==> src/rtl/sysarray_feed_ctrl.sv <==
// sysarray_feed_ctrl: feed sequencer for an N x N systolic multiply array.
// Holds A (N x K) and B (K x N) banks. On start it streams skewed A rows (west edge)
// and skewed B columns (north edge) for S = K + 2(N-1) cycles. It then waits DRAIN_CYC
// cycles and pulses done.
// Ports: clock, reset (sync, active-high); wr_en/wr_sel/wr_addr/wr_data bank writes;
// start; busy, feed_valid, feed_a/feed_b/feed_c (N*W each), done, wr_err.
// Optional macro SYSARRAY_FEED_CTRL_ABORT_EN adds the abort input.
module sysarray_feed_ctrl #(
  parameter int W = 32,
  parameter int N = 3,
  parameter int K = 3,
  parameter int DRAIN_CYC = 4
) (
  input  logic                     clock,
  input  logic                     reset,
`ifdef SYSARRAY_FEED_CTRL_ABORT_EN
  input  logic                     abort,
`endif
  input  logic                     wr_en,
  input  logic                     wr_sel,
  input  logic [$clog2(N*K)-1:0]   wr_addr,
  input  logic [W-1:0]             wr_data,
  input  logic                     start,
  output logic                     busy,
  output logic                     feed_valid,
  output logic [N*W-1:0]           feed_a,
  output logic [N*W-1:0]           feed_b,
  output logic [N*W-1:0]           feed_c,
  output logic                     done,
  output logic                     wr_err
);
  localparam int S  = K + 2*(N-1);
  localparam int SW = $clog2(S+1);
  localparam int DW = $clog2(DRAIN_CYC+1);
  typedef enum logic [1:0] {IDLE, FEED, DRAIN, DONE} state_t;
  state_t state, state_n;
  logic [SW-1:0] step, step_n;
  logic [DW-1:0] drain, drain_n;
  logic [W-1:0] a_bank [N*K];
  logic [W-1:0] b_bank [N*K];
  logic [W-1:0] a_n [N*K];
  logic [W-1:0] b_n [N*K];
  logic [N*W-1:0] fa_r, fb_r, fa_n, fb_n;
  logic wr_ok, stop;
`ifdef SYSARRAY_FEED_CTRL_ABORT_EN
  assign stop = abort && busy;
`else
  assign stop = 1'b0;
`endif
  // a_n/b_n are the banks with this cycle's accepted write applied, so a write
  // issued together with start is already visible to step 0.
  always_comb begin
    wr_ok = wr_en && (state == IDLE || state == DONE) && 32'(wr_addr) < N*K;
    a_n = a_bank;
    b_n = b_bank;
    if (wr_ok && !wr_sel) a_n[wr_addr] = wr_data;
    if (wr_ok && wr_sel) b_n[wr_addr] = wr_data;
  end
  always_comb begin
    state_n = state;
    step_n = '0;
    drain_n = '0;
    case (state)
      IDLE: state_n = start ? FEED : IDLE;
      FEED: if (step == SW'(S-1)) state_n = DRAIN; else step_n = step + 1'b1;
      DRAIN: if (drain == DW'(DRAIN_CYC-1)) state_n = DONE; else drain_n = drain + 1'b1;
      default: state_n = IDLE;
    endcase
    if (stop) state_n = IDLE;
  end
  // Row i carries A[i][s-i] and column j carries B[s-j][j]; the match on the
  // constant diagonal index i+k keeps every bank select static.
  always_comb begin
    fa_n = '0;
    fb_n = '0;
    for (int i = 0; i < N; i++)
      for (int k = 0; k < K; k++)
        if (step_n == SW'(i+k)) begin
          fa_n[i*W +: W] = a_n[i*K+k];
          fb_n[i*W +: W] = b_n[k*N+i];
        end
  end
  always_ff @(posedge clock) begin
    if (reset) begin
      state <= IDLE;
      step <= '0;
      drain <= '0;
      fa_r <= '0;
      fb_r <= '0;
      wr_err <= 1'b0;
      for (int i = 0; i < N*K; i++) begin
        a_bank[i] <= '0;
        b_bank[i] <= '0;
      end
    end else begin
      state <= state_n;
      step <= step_n;
      drain <= drain_n;
      fa_r <= (state_n == FEED) ? fa_n : '0;
      fb_r <= (state_n == FEED) ? fb_n : '0;
      wr_err <= wr_en && !wr_ok;
      a_bank <= a_n;
      b_bank <= b_n;
    end
  end
  assign busy = state == FEED || state == DRAIN;
  assign feed_valid = state == FEED && !stop;
  assign feed_a = stop ? '0 : fa_r;
  assign feed_b = stop ? '0 : fb_r;
  assign feed_c = '0;
  assign done = state == DONE;
endmodule

==> config.mk <==
export PLATFORM = sky130hd
export DESIGN_NAME = sysarray_feed_ctrl
export DESIGN_NICKNAME = d
export VERILOG_FILES = /design/src/rtl/sysarray_feed_ctrl.sv
export SDC_FILE = /design/constraint.sdc
export NUM_CORES = 2
export LEC_CHECK = 0
export BUFFER_PORTS_ARGS = -buffer_cell sky130_fd_sc_hd__buf_2
export CORE_MARGIN = 3
export CORE_UTILIZATION = 40
export CTS_CLUSTER_SIZE = 28
export DETAILED_ROUTE_END_ITERATION = 16
export GPL_TIMING_DRIVEN = 0
export MAX_ROUTING_LAYER = met4
export PLACE_DENSITY_LB_ADDON = 0.25
export REMOVE_ABC_BUFFERS = 1
export SLEW_MARGIN = 20
export SYNTH_ARGS = -nofsm -noshare
export SYNTH_HDL_FRONTEND = slang
export SYNTH_SLANG_ARGS = --single-unit
export TNS_END_PERCENT = 30
==> constraint.sdc <==
create_clock -name clock -period 6.9 [get_ports clock]
set_clock_uncertainty 0.15 [all_clocks]
set_input_delay 1.035 -clock clock [delete_from_list [all_inputs] [get_ports clock]]
set_output_delay 1.035 -clock clock [all_outputs]
set_load 0.03 [all_outputs]
==> run summary <==
The number of max-cap violations is 0. sky130_fd_sc_hd__dfxtp_1 takes more of the synthesized area than any other cell. The clock network fraction of design power came out at 0.480.

The power per cell area is 252 nW/um2. Entering global routing, the biggest net connects 121 pins. The mean area per synthesized cell came out at 8.72 um2. The path type of the worst setup path is flip-flop to flip-flop. The number of antenna violations at the first check in global routing is 6. The cell area that synthesis handed to floorplanning was 34,100 um2.

Leaving out filler cells and counting taps, the final layout contains 5,137. The summed area of non-filler cells in the final layout came out at 39,600 um2. The kind of cell with the highest combined delay along the critical path is simple AND/OR/NAND/NOR gates. The clock-pin transition on the worst setup and hold timing paths came out at 60 ps. Counting flops with a built-in enable in the synthesized netlist gives 0. The maximum net fanout on the critical path is 33. The internal portion of the total power is 7.51 mW.

The floorplan step defined a core boundary enclosing 84,100 um2. The total number of H-tree levels came out at 3. Of the cells placed in the final design, the portion with a size suffix greater than 1 is 0.189. Dividing the final minimum period by the clock period gives 0.553. The sequential group share of total power came out at 0.452. The number of buffers on the longest clock path came out at 3. The worst-case hold slack came out at 272 ps. The worst min-delay path class is flip-flop to flip-flop.

In this run, the number of DRC markers left after iteration 0 of detailed routing was 2,769. Setup violations remaining at the end of the flow were counted as 0. Summed over all layers, the global routing overflow is 0. The data arrival time at the worst-slack endpoint is 4170 ps.

The wire-length estimate of the detail-placed layout is 70,500 um. The gate count after technology mapping came out at 3,913. The number of top-level design ports is 333. The prevailing post-synth register cell is sky130_fd_sc_hd__dfxtp_1. At the end of routability-driven placement, the weighted congestion stood at 0.761.

The area overhead of the layout relative to synthesis is 16.1%. The cell row count came out at 106. The clock buffer count from CTS came out at 87. In this run the top signal layer used is met4. The cell count after placement is 4,975. The number of sinks driven by the clock tree came out at 777. The placed cell area came out at 36,600 um2. The clock insertion delay at the later pin of the skew report is 650 ps.

The flow ran to the end, and the final reports show no timing, DRC or antenna violations. During synthesis, Yosys emitted a total of 0 warnings. In this design, the stage delay of the slowest critical-path cell is 800 ps. By area the synthesized netlist is led by sky130_fd_sc_hd__dfxtp_1, sky130_fd_sc_hd__a21oi_1, sky130_fd_sc_hd__nand3_1. The mean number of vias per cell is 5.86. On the critical path, the stage with the largest delay is an instance of sky130_fd_sc_hd__nor2_4. Once detail routing completed, the nets flagged for antenna violations numbered 0. The commonest cells after synthesis are sky130_fd_sc_hd__dfxtp_1, sky130_fd_sc_hd__a21oi_1, sky130_fd_sc_hd__nand3_1. The number of global-route vias before repair is 27.7k. Wire segments on met2 add up to 51,800 um in the final route.

The number of buffers inserted to repair setup after CTS is 0. The number of distinct library cells after synthesis is 47. The leakage power figure came out at 16.0 nW.

The total length of routed wires came out at 113,000 um. Of the synthesized area, sequential elements account for 0.456. The signal on the critical path passes through inv_1 > ha_1 > nand4bb_4 > nor2_4 > buf_12 > mux2_2 > o221a_2.

STA classifies the critical path endpoint as a flip-flop. The proportion of synthesized flip-flops having asynchronous set or reset is 0. For the worst setup path, the data required time is 7260 ps.

In this run, post-CTS repair resized a total of 0 instances. Across every metal layer, demand over resource in global routing totals 0.250. Derived from the worst setup path, the maximum achievable clock frequency is 262 MHz.

The number of endpoints with negative hold slack in the final report is 0. The fraction of power spent switching nets came out at 0.249. In this run the power spent charging and discharging nets is 2.49 mW. The first global-routing pass estimated 172,000 um of wire.

In the post-synthesis netlist, the cell with the most instances is sky130_fd_sc_hd__dfxtp_1. The root cell of the clock tree is sky130_fd_sc_hd__clkbuf_16. The clock period minus worst slack is 3820 ps. The met1 layer wirelength in the final routing came out at 51,000 um.

The total buffers and inverters traversed by the critical path came out at 2. The floorplan step defined a die boundary enclosing 88,800 um2. The layout net count came out at 3,978.

The flip-flop and latch count after synthesis is 777. For this configuration, the core starts out at a cell density of 0.406. Measured along the x axis, the die boundary spans 298 um.

In this run the tightest slew margin relative to its limit is 0.493. Buffers placed on the I/O ports in this run total 236. The count of TritonRoute iterations in the first routing pass is 6. The slew at the pin closest to its max-slew limit came out at 757 ps. In the routed design, unresolved DRC markers number 0. The worst setup path is launched from a flip-flop. The average detailed-routed wire length per instance is 22.0 um.

The detailed route wirelength on metal3 came out at 7860 um. The share of Yosys cell area claimed by the top area cell type is 0.456. The die height is 298 um. Setup repair after global routing left no endpoint under its margin. The total count of max-transition violations in the final report is 0.

The hold buffer count at CTS came out at 0. TritonCTS built the clock tree. The combinational power share is 0.067. The worst IR drop on VDD is 0.000225 V. The via total after detailed routing came out at 30.1k.
## metrics by stage
step                      total power [mW]  setup slack, ps   util  TNS (ps)
after global routing                  10.3             2970  0.471         0
after CTS                             10.1             3160  0.471         0
final                                 10.0             3080  0.471         0
after global placement                5.20           -12620  0.409  -5272050
after floorplan                       4.90            -4340      -   -731130
after detailed placement              5.28             2810  0.435         0
## area by class of cell
class / count / area, um2
diodes: 3 / 7.51
well taps: 1134 / 1420
inverters: 4 / 15.0
fillers: 8068 / 44500
clock buffers: 122 / 2540
flip-flops and latches: 777 / 15600
repair buffers: 393 / 3190
clock inverters: 37 / 448
multi-input cells: 2667 / 16400
## routing by layer
metal / track usage / vias up
met5: - / -
li1: - / 14000
met2: 0.388 / 1189
met4: 0.0708 / 0
met3: 0.0342 / 161
met1: 0.342 / 14700
## sequential cells by signal, indices dropped and copies added (netlist names)
name and flops:
b_bank 288, wr_err 1, feed_b 96, drain 3, step 3, a_bank 288
state 2, feed_a 96
## power groups by stage
stage	combinational (mW)	clock, mW	sequential [mW]
floorplan	0.269	0	4.63
global placement	0.582	0	4.62
detailed placement	0.659	0	4.62
CTS	0.662	4.89	4.52
global route	0.706	5.07	4.52
finish	0.674	4.80	4.52
## final timing paths
kind	slack, ps	endpoint	start	cells past startpoint
setup / recovery	3080	feed_b[51]	state[0]	7
hold / removal	270	drain[0]	drain[0]	1
setup reg to reg	3080	feed_b[51]	state[0]	7
hold reg to reg	270	drain[0]	drain[0]	1
## kinds of logic (layout without fill, tap and decap cells)
logic type      count (synthesis)  in the layout  share of synthesized area
other cells                     1             99                   0.000110
buf+inv                       564            556                     0.0797
fa+ha+maj                       7              7                    0.00257
mux                           289            289                     0.0884
simple gates                 1053           1053                      0.148
compound gates               1221           1221                      0.225
flops                         777            777                      0.456
xor+xnor                        1              1                   0.000257
## cell usage in the layout, fill, tap and decap left out, types with 85 or more instances in the layout
master	netlist	final
sky130_fd_sc_hd__mux2_2	94	94
sky130_fd_sc_hd__conb_1	1	96
sky130_fd_sc_hd__nor2b_1	96	96
sky130_fd_sc_hd__nand2_1	233	230
sky130_fd_sc_hd__buf_2	60	254
sky130_fd_sc_hd__o21ai_0	242	242
sky130_fd_sc_hd__a21oi_1	577	577
sky130_fd_sc_hd__mux2i_1	192	192
sky130_fd_sc_hd__clkbuf_16	0	89
sky130_fd_sc_hd__dfxtp_1	777	776
sky130_fd_sc_hd__o221a_2	85	85
sky130_fd_sc_hd__nand3_1	417	416
sky130_fd_sc_hd__o311a_1	160	160
sky130_fd_sc_hd__nor2_1	230	228
Power figures use the tool's default switching activity.
